### config.mk
export PLATFORM = sky130hd
export DESIGN_NAME = hook_line_ctrl_flat
export DESIGN_NICKNAME = d
export VERILOG_FILES = /design/src/rtl/hook_line_ctrl_if.sv /design/src/rtl/hook_line_ctrl.sv /design/src/flat_wrapper.sv
export SDC_FILE = /design/constraint.sdc
export NUM_CORES = 1
export LEC_CHECK = 0
export CELL_PAD_IN_SITES_DETAIL_PLACEMENT = 0
export CELL_PAD_IN_SITES_GLOBAL_PLACEMENT = 1
export CORE_MARGIN = 2
export CORE_UTILIZATION = 32
export DETAILED_ROUTE_END_ITERATION = 7
export GPL_TIMING_DRIVEN = 0
export PLACE_DENSITY = 0.72
export SLEW_MARGIN = 20
export SYNTH_ARGS = -nofsm -noshare
export SYNTH_HDL_FRONTEND = slang
export SYNTH_SLANG_ARGS = --single-unit
### constraint.sdc
create_clock -name clk -period 9.1 [get_ports clk]
set_input_delay 1.365 -clock clk [delete_from_list [all_inputs] [get_ports clk]]
set_output_delay 1.365 -clock clk [all_outputs]
set_load 0.005 [all_outputs]
### src/rtl/hook_line_ctrl_if.sv
// -----------------------------------------------------------------------------
// hook_line_ctrl_if
//   Signal bundle between the input/game logic and the fishing-line controller.
//   master : drives mouse/bait/bite inputs, observes the renderer outputs
//   slave  : the controller itself
// Signals
//   mouse_v    [9:0]  mouse row (0..479)
//   mouse_l           left button level, synchronous to clk
//   bait_req          1-cycle pulse: attach bait
//   bite              1-cycle pulse: a fish touches the hook
//   mode       [1:0]  00 none, 01 bare hook, 10 hook+bait, 11 hook+caught fish
//   hook_v     [9:0]  current hook top row
//   busy              high in any state other than IDLE
//   catch_done        1-cycle pulse when a caught fish reaches the top row
// -----------------------------------------------------------------------------
interface hook_line_ctrl_if;
  logic [9:0] mouse_v;
  logic       mouse_l;
  logic       bait_req;
  logic       bite;
  logic [1:0] mode;
  logic [9:0] hook_v;
  logic       busy;
  logic       catch_done;

  modport master (
    output mouse_v, mouse_l, bait_req, bite,
    input  mode, hook_v, busy, catch_done
  );

  modport slave (
    input  mouse_v, mouse_l, bait_req, bite,
    output mode, hook_v, busy, catch_done
  );
endinterface

### src/rtl/hook_line_ctrl.sv
// -----------------------------------------------------------------------------
// hook_line_ctrl
//   Fishing-line controller upstream of the hook/bait sprite renderer. Owns the
//   cast / fish / reel / catch sequence and produces a sprite mode plus a hook
//   depth that slews toward its target once per movement tick.
// Ports
//   clk   pixel/system clock
//   rst   synchronous, active-high reset
//   bus   hook_line_ctrl_if.slave (mouse_v, mouse_l, bait_req, bite in;
//         mode, hook_v, busy, catch_done out)
// -----------------------------------------------------------------------------
module hook_line_ctrl #(
  parameter int TOP       = 62,
  parameter int BOTTOM    = 460,
  parameter int STEP      = 2,
  parameter int REEL_STEP = 1,
  parameter int TICK_DIV  = 250000
) (
  input  logic              clk,
  input  logic              rst,
  hook_line_ctrl_if.slave   bus
);

  localparam int               CNT_W    = 18;
  localparam logic [CNT_W-1:0] CNT_LAST = CNT_W'(TICK_DIV - 1);
  localparam logic [9:0]       TOP_V    = 10'(TOP);
  localparam logic [9:0]       BOTTOM_V = 10'(BOTTOM);
  localparam logic [10:0]      STEP_W   = 11'(STEP);
  localparam logic [10:0]      REEL_W   = 11'(REEL_STEP);

  typedef enum logic [1:0] {
    S_IDLE,
    S_FISH,
    S_REEL,
    S_CAUGHT
  } state_e;

  typedef enum logic [1:0] {
    MODE_NONE = 2'b00,
    MODE_BARE = 2'b01,
    MODE_BAIT = 2'b10,
    MODE_FISH = 2'b11
  } mode_e;

  // Move cur toward tgt by at most s; lands exactly on tgt when within reach.
  // Done in 11 bits so the difference never wraps.
  function automatic logic [9:0] slew(input logic [9:0]  cur,
                                      input logic [9:0]  tgt,
                                      input logic [10:0] s);
    logic [10:0] c;
    logic [10:0] t;
    c = {1'b0, cur};
    t = {1'b0, tgt};
    if (c > t) slew = ((c - t) <= s) ? tgt : 10'(c - s);
    else       slew = ((t - c) <= s) ? tgt : 10'(c + s);
  endfunction

  logic [CNT_W-1:0] cnt_q, cnt_d;
  logic             tick;
  logic             mouse_l_q;
  logic             click_q, click_d;
  logic [9:0]       tgt;
  logic [9:0]       follow_v;   // FISH: toward clamped mouse row
  logic [9:0]       reel_v;     // REEL: toward TOP at STEP
  logic [9:0]       land_v;     // CAUGHT: toward TOP at REEL_STEP

  state_e     state_q;
  mode_e      mode_q;
  logic [9:0] hook_v_q;
  logic       busy_q;
  logic       catch_done_q;
  logic       bait_q;

  always_comb begin
    // NOTE: every signal gets a default before any branch so no latch is inferred.
    cnt_d = cnt_q + 1'b1;
    tick  = 1'b0;
    if (cnt_q == CNT_LAST) begin
      cnt_d = '0;
      tick  = 1'b1;
    end

    click_d = bus.mouse_l & ~mouse_l_q;

    tgt = bus.mouse_v;
    if (bus.mouse_v < TOP_V)         tgt = TOP_V;
    else if (bus.mouse_v > BOTTOM_V) tgt = BOTTOM_V;

    follow_v = slew(hook_v_q, tgt,   STEP_W);
    reel_v   = slew(hook_v_q, TOP_V, STEP_W);
    land_v   = slew(hook_v_q, TOP_V, REEL_W);
  end

  // Tick divider and click detection. The click is registered, so a press
  // reaches the FSM one edge after it is sampled.
  always_ff @(posedge clk) begin
    // NOTE: sequential state uses <= so every register samples pre-edge values.
    if (rst) begin
      cnt_q     <= '0;
      mouse_l_q <= 1'b0;
      click_q   <= 1'b0;
    end else begin
      cnt_q     <= cnt_d;
      mouse_l_q <= bus.mouse_l;
      click_q   <= click_d;
    end
  end

  // Main sequence; all outputs are registered and updated on the same edge
  // as the state they belong to.
  always_ff @(posedge clk) begin
    if (rst) begin
      state_q      <= S_IDLE;
      mode_q       <= MODE_NONE;
      hook_v_q     <= TOP_V;
      busy_q       <= 1'b0;
      catch_done_q <= 1'b0;
      bait_q       <= 1'b0;
    end else begin
      catch_done_q <= 1'b0;
      case (state_q)
        S_IDLE: begin
          hook_v_q <= TOP_V;
          if (bus.bait_req) bait_q <= 1'b1;
          if (click_q) begin
            state_q <= S_FISH;
            busy_q  <= 1'b1;
            // A bait_req arriving with the click still counts for this cast.
            mode_q  <= (bait_q | bus.bait_req) ? MODE_BAIT : MODE_BARE;
          end
        end
        S_FISH: begin
          if (tick) hook_v_q <= follow_v;
          // A valid bite takes priority over a simultaneous click.
          if (bus.bite && bait_q) begin
            state_q <= S_CAUGHT;
            mode_q  <= MODE_FISH;
          end else if (click_q) begin
            state_q <= S_REEL;
          end
        end
        S_REEL: begin
          if (tick) hook_v_q <= reel_v;
          if (hook_v_q == TOP_V) begin
            state_q <= S_IDLE;
            mode_q  <= MODE_NONE;
            busy_q  <= 1'b0;
          end
        end
        S_CAUGHT: begin
          if (tick) hook_v_q <= land_v;
          if (hook_v_q == TOP_V) begin
            state_q      <= S_IDLE;
            mode_q       <= MODE_NONE;
            busy_q       <= 1'b0;
            catch_done_q <= 1'b1;
            bait_q       <= 1'b0;
          end
        end
        default: begin
          state_q  <= S_IDLE;
          mode_q   <= MODE_NONE;
          hook_v_q <= TOP_V;
          busy_q   <= 1'b0;
        end
      endcase
    end
  end

  assign bus.mode       = mode_q;
  assign bus.hook_v     = hook_v_q;
  assign bus.busy       = busy_q;
  assign bus.catch_done = catch_done_q;

endmodule

### src/flat_wrapper.sv
// flat-port wrapper written by rule: the top's interface ports become plain ports
module hook_line_ctrl_flat 
#(
  parameter int TOP       = 62,
  parameter int BOTTOM    = 460,
  parameter int STEP      = 2,
  parameter int REEL_STEP = 1,
  parameter int TICK_DIV  = 250000
)
  (clk, rst, bus_mouse_v, bus_mouse_l, bus_bait_req, bus_bite, bus_mode, bus_hook_v, bus_busy, bus_catch_done);
  hook_line_ctrl_if bus_i ();
  input  logic clk;
  input  logic rst;
  input wire logic [$bits(bus_i.mouse_v)-1:0] bus_mouse_v;
  input wire logic [$bits(bus_i.mouse_l)-1:0] bus_mouse_l;
  input wire logic [$bits(bus_i.bait_req)-1:0] bus_bait_req;
  input wire logic [$bits(bus_i.bite)-1:0] bus_bite;
  output wire logic [$bits(bus_i.mode)-1:0] bus_mode;
  output wire logic [$bits(bus_i.hook_v)-1:0] bus_hook_v;
  output wire logic [$bits(bus_i.busy)-1:0] bus_busy;
  output wire logic [$bits(bus_i.catch_done)-1:0] bus_catch_done;
  assign bus_i.mouse_v = bus_mouse_v;
  assign bus_i.mouse_l = bus_mouse_l;
  assign bus_i.bait_req = bus_bait_req;
  assign bus_i.bite = bus_bite;
  assign bus_mode = bus_i.mode;
  assign bus_hook_v = bus_i.hook_v;
  assign bus_busy = bus_i.busy;
  assign bus_catch_done = bus_i.catch_done;
  hook_line_ctrl #(.TOP(TOP), .BOTTOM(BOTTOM), .STEP(STEP), .REEL_STEP(REEL_STEP), .TICK_DIV(TICK_DIV)) u_core (.clk(clk), .rst(rst), .bus(bus_i));
endmodule
==> PnR_summary.wiki <==
{| class="wikitable"
! Metric !! Value
|-
| First-pass detailed-route iteration total || 5
|-
| Async S/R FF share, synth || 0%
|-
| Final instance area || 4690 um^2
|-
| First-pass GRT wire length || 21.2 mm
|-
| Buffers from clock root to sink, at most || 2
|-
| Unrepaired setup endpoints after global routing || no
|-
| Final worst-path setup slack || 3440 ps
|-
| Post-place instance area || 4540 um^2
|-
| Top cell type by total area after synthesis || sky130_fd_sc_hd__dfxtp_1
|-
| I/O pin cnt || 29
|-
| Status || finished clean
|-
| Commonest cells post-synth || sky130_fd_sc_hd__nor2_1, sky130_fd_sc_hd__nand2_1, sky130_fd_sc_hd__a21oi_1, sky130_fd_sc_hd__dfxtp_1, sky130_fd_sc_hd__inv_1
|-
| TritonCTS Buffers || 5
|-
| Non-filler cells, final || 762
|-
| Final Max Slew Viols || 0
|-
| Area of the multi-input gates || 3080 um^2
|-
| Sequential Area || 741 um^2
|-
| Post-Route Utilization || 37.7%
|-
| Quantity of gates resized following cts || 0
|-
| Drt initial violations || 335
|-
| Most common flop cell mapped by yosys || sky130_fd_sc_hd__dfxtp_1
|-
| Slew headroom || 26.9%
|-
| Antenna Diode Count || 0
|-
| Pre-CTS worst setup slack || 3230 ps
|-
| Die H || 116 um
|-
| Total Power Consumption || 467 uW
|-
| Core ar. || 12500 um^2
|-
| Final hold slack || 383 ps
|-
| Layout Area Growth over Synthesis || 15.9%
|-
| Pwr/cell area || 99.5 nW/um^2
|-
| Critical Path AT || 5880 ps
|-
| Total Routed Length || 13.1 mm
|-
| Antenna Nets Post-Route || 0
|-
| Data required time of the worst path || 9320 ps
|-
| Total overflow reported by the global router || 0
|-
| Syn_area_per_cell || 7.31 um^2
|-
| Clock Pin Slew Worst Setup and Hold Paths || 60 ps
|-
| Number of storage elements in the synthesis netlist || 37
|-
| Max H-tree Level || 2
|-
| Overall routing resource usage || 20.0%
|-
| Final hold violations || 0
|-
| Setup TNS || 0 ps
|-
| Routed length per instance || 17.2 um
|-
| Number of different library cells in the post-synthesis netlist || 78
|-
| Share of final-layout standard cells stronger than drive strength 1 || 7.29%
|-
| Fin nets || 635
|-
| Fraction of the cycle the final worst path needs || 62.2%
|-
| Standby leakage power || 1.78 nW
|-
| Maxcap violations || 0
|-
| TritonCTS clock tree || done
|-
| Warning count from the yosys run || 0
|-
| Element type at the critical path start || primary input
|-
| Final estimated routing congestion in global placement || 0.917
|-
| Largest clock skew in the final design || 6.25 ps
|-
| Clock tree root buffer cell || sky130_fd_sc_hd__clkbuf_16
|-
| Critical path endpoint category || flip-flop
|-
| DP Cell Count || 754
|-
| Fmax achieved || 0.177 GHz
|-
| Worst Max-Slew Pin Slew || 1090 ps
|-
| Share of the yosys chip area belonging to registers || 18.3%
|-
| Mapped Nets || 600
|-
| Cell Area, Synth || 4050 um^2
|-
| Type of the worst min-delay path || flip-flop to flip-flop
|-
| Width of the die || 116 um
|-
| Type of the worst setup path || primary input to flip-flop
|-
| Post-detail-place hpwl || 10.4 mm
|-
| Mapped Cells || 554
|-
| Count of flip-flops with a built-in enable after synthesis || 0
|-
| Area of the die || 13600 um^2
|-
| Cells taking the most area after synthesis || sky130_fd_sc_hd__dfxtp_1, sky130_fd_sc_hd__ha_1, sky130_fd_sc_hd__nor2_1
|-
| Number of sinks on the clock net || 37
|-
| Post-CTS setup buffer count || 0
|-
| Residual DRC count || 0
|-
| Source-to-sink clock delay at the later pin of the worst-skew pair || 290 ps
|-
| Filler Cells Inserted || 1328
|-
| Vias || 4314
|-
| Minimum clock period after layout || 5660 ps
|-
| Cell with the most instances after synthesis || sky130_fd_sc_hd__nor2_1
|-
| Vias per cell || 5.66
|-
| Number of hold buffers added after CTS || 0
|-
| Final setup fails || 0
|-
| Maximum number of pins on one net before global-route repair || 15
|-
| Peak VDD IR || 0.121 mV
|-
| Starting Density || 32.5%
|-
| Placement row count || 41
|-
| Port Buffers || 28
|-
| Fraction of synthesized cell area taken by the top area cell type || 18.3%
|-
| Critical path peak fanout || 9
|-
| Initial antenna violation count || 0
|-
| Via count of the first global-routing pass || 4150
|}
path summary, 6_finish.rpt:
check                                    start                                 to  slack (ps)  depth (start not counted)
max                             bus_mouse_v[9]  u_core.bus.hook_v[5]$_SDFFE_PP1P_        3440                         18
min                u_core.mouse_l_q$_SDFF_PP0_          u_core.click_q$_SDFF_PP0_         380                          1
max reg2reg  u_core.bus.hook_v[0]$_SDFFE_PP0P_  u_core.bus.hook_v[5]$_SDFFE_PP1P_        5080                         13
min reg2reg        u_core.mouse_l_q$_SDFF_PP0_          u_core.click_q$_SDFF_PP0_         380                          1
cell type report:
| cell class | instances | share of cell area (%) |
|---|---|---|
| sequential | 37 | 15.8 |
| clock buffer | 5 | 2.67 |
| timing repair buffer | 28 | 5.97 |
| multi-input combinational | 461 | 65.6 |
| inverter | 32 | 2.56 |
| clock inverter | 3 | 0.533 |
| tap | 172 | 4.58 |
| buffer | 24 | 2.35 |
cell usage in the layout, fill, tap and decap left out, drive strengths merged, types with 13 or more instances in the layout:
master	count
xor2	15
ha	29
clkdlybuf4s50	28
clkbuf	15
buf	14
nand2	42
inv	32
nor2	65
a211oi	13
dfxtp	37
nor3	21
o21ai	29
a21oi	41
nand3	19
xnor2	21
sequential cells by signal, summed over array words and instances (netlist names), 2 cells and up:
signal             flops
u_core.bus.hook_v     10
u_core.state_q         2
u_core.bus.mode        2
u_core.cnt_q          18
worst max-delay path, stage by stage:
cell	delay, ps
sky130_fd_sc_hd__clkdlybuf4s50_1	490
sky130_fd_sc_hd__nor2_1	240
sky130_fd_sc_hd__inv_1	120
sky130_fd_sc_hd__a2111oi_2	560
sky130_fd_sc_hd__nor3_1	120
sky130_fd_sc_hd__nand2_1	260
sky130_fd_sc_hd__inv_1	80
sky130_fd_sc_hd__ha_1	200
sky130_fd_sc_hd__inv_1	70
sky130_fd_sc_hd__fa_1	400
sky130_fd_sc_hd__nand2b_1	90
sky130_fd_sc_hd__o2111ai_1	130
sky130_fd_sc_hd__nor4_1	210
sky130_fd_sc_hd__o2111ai_1	210
sky130_fd_sc_hd__o31ai_2	670
sky130_fd_sc_hd__o21ai_0	220
sky130_fd_sc_hd__a221o_1	290
sky130_fd_sc_hd__a21oi_1	140
kinds of logic (layout without fill, tap and decap cells):
logic type,count (synthesis),count (layout),share of synthesized area (%)
fa+ha+maj,31,31,9.95
mux,5,5,1.30
buf+inv,56,92,5.69
compound gates,163,163,28.5
other cells,2,2,0.185
flops,37,37,18.3
simple gates,224,224,28.3
xor+xnor,36,36,7.79
per-layer routing:
metal / up-vias / part of all wire, % / global-route usage (%)
met5: - / 0 / 0
met4: 0 / 3.9 / 8.89
met3: 36 / 3.6 / 1.97
met2: 134 / 47 / 34.0
met1: 2042 / 45 / 25.6
li1: 2102 / - / -
where the power goes:
part	internal [mW]	leakage, nW	switching (mW)
Sequential	0.166	0.301	0.00470
Clock	0.103	0.0704	0.0746
Combinational	0.0474	1.41	0.0711
(Power assumes the default switching activity.)
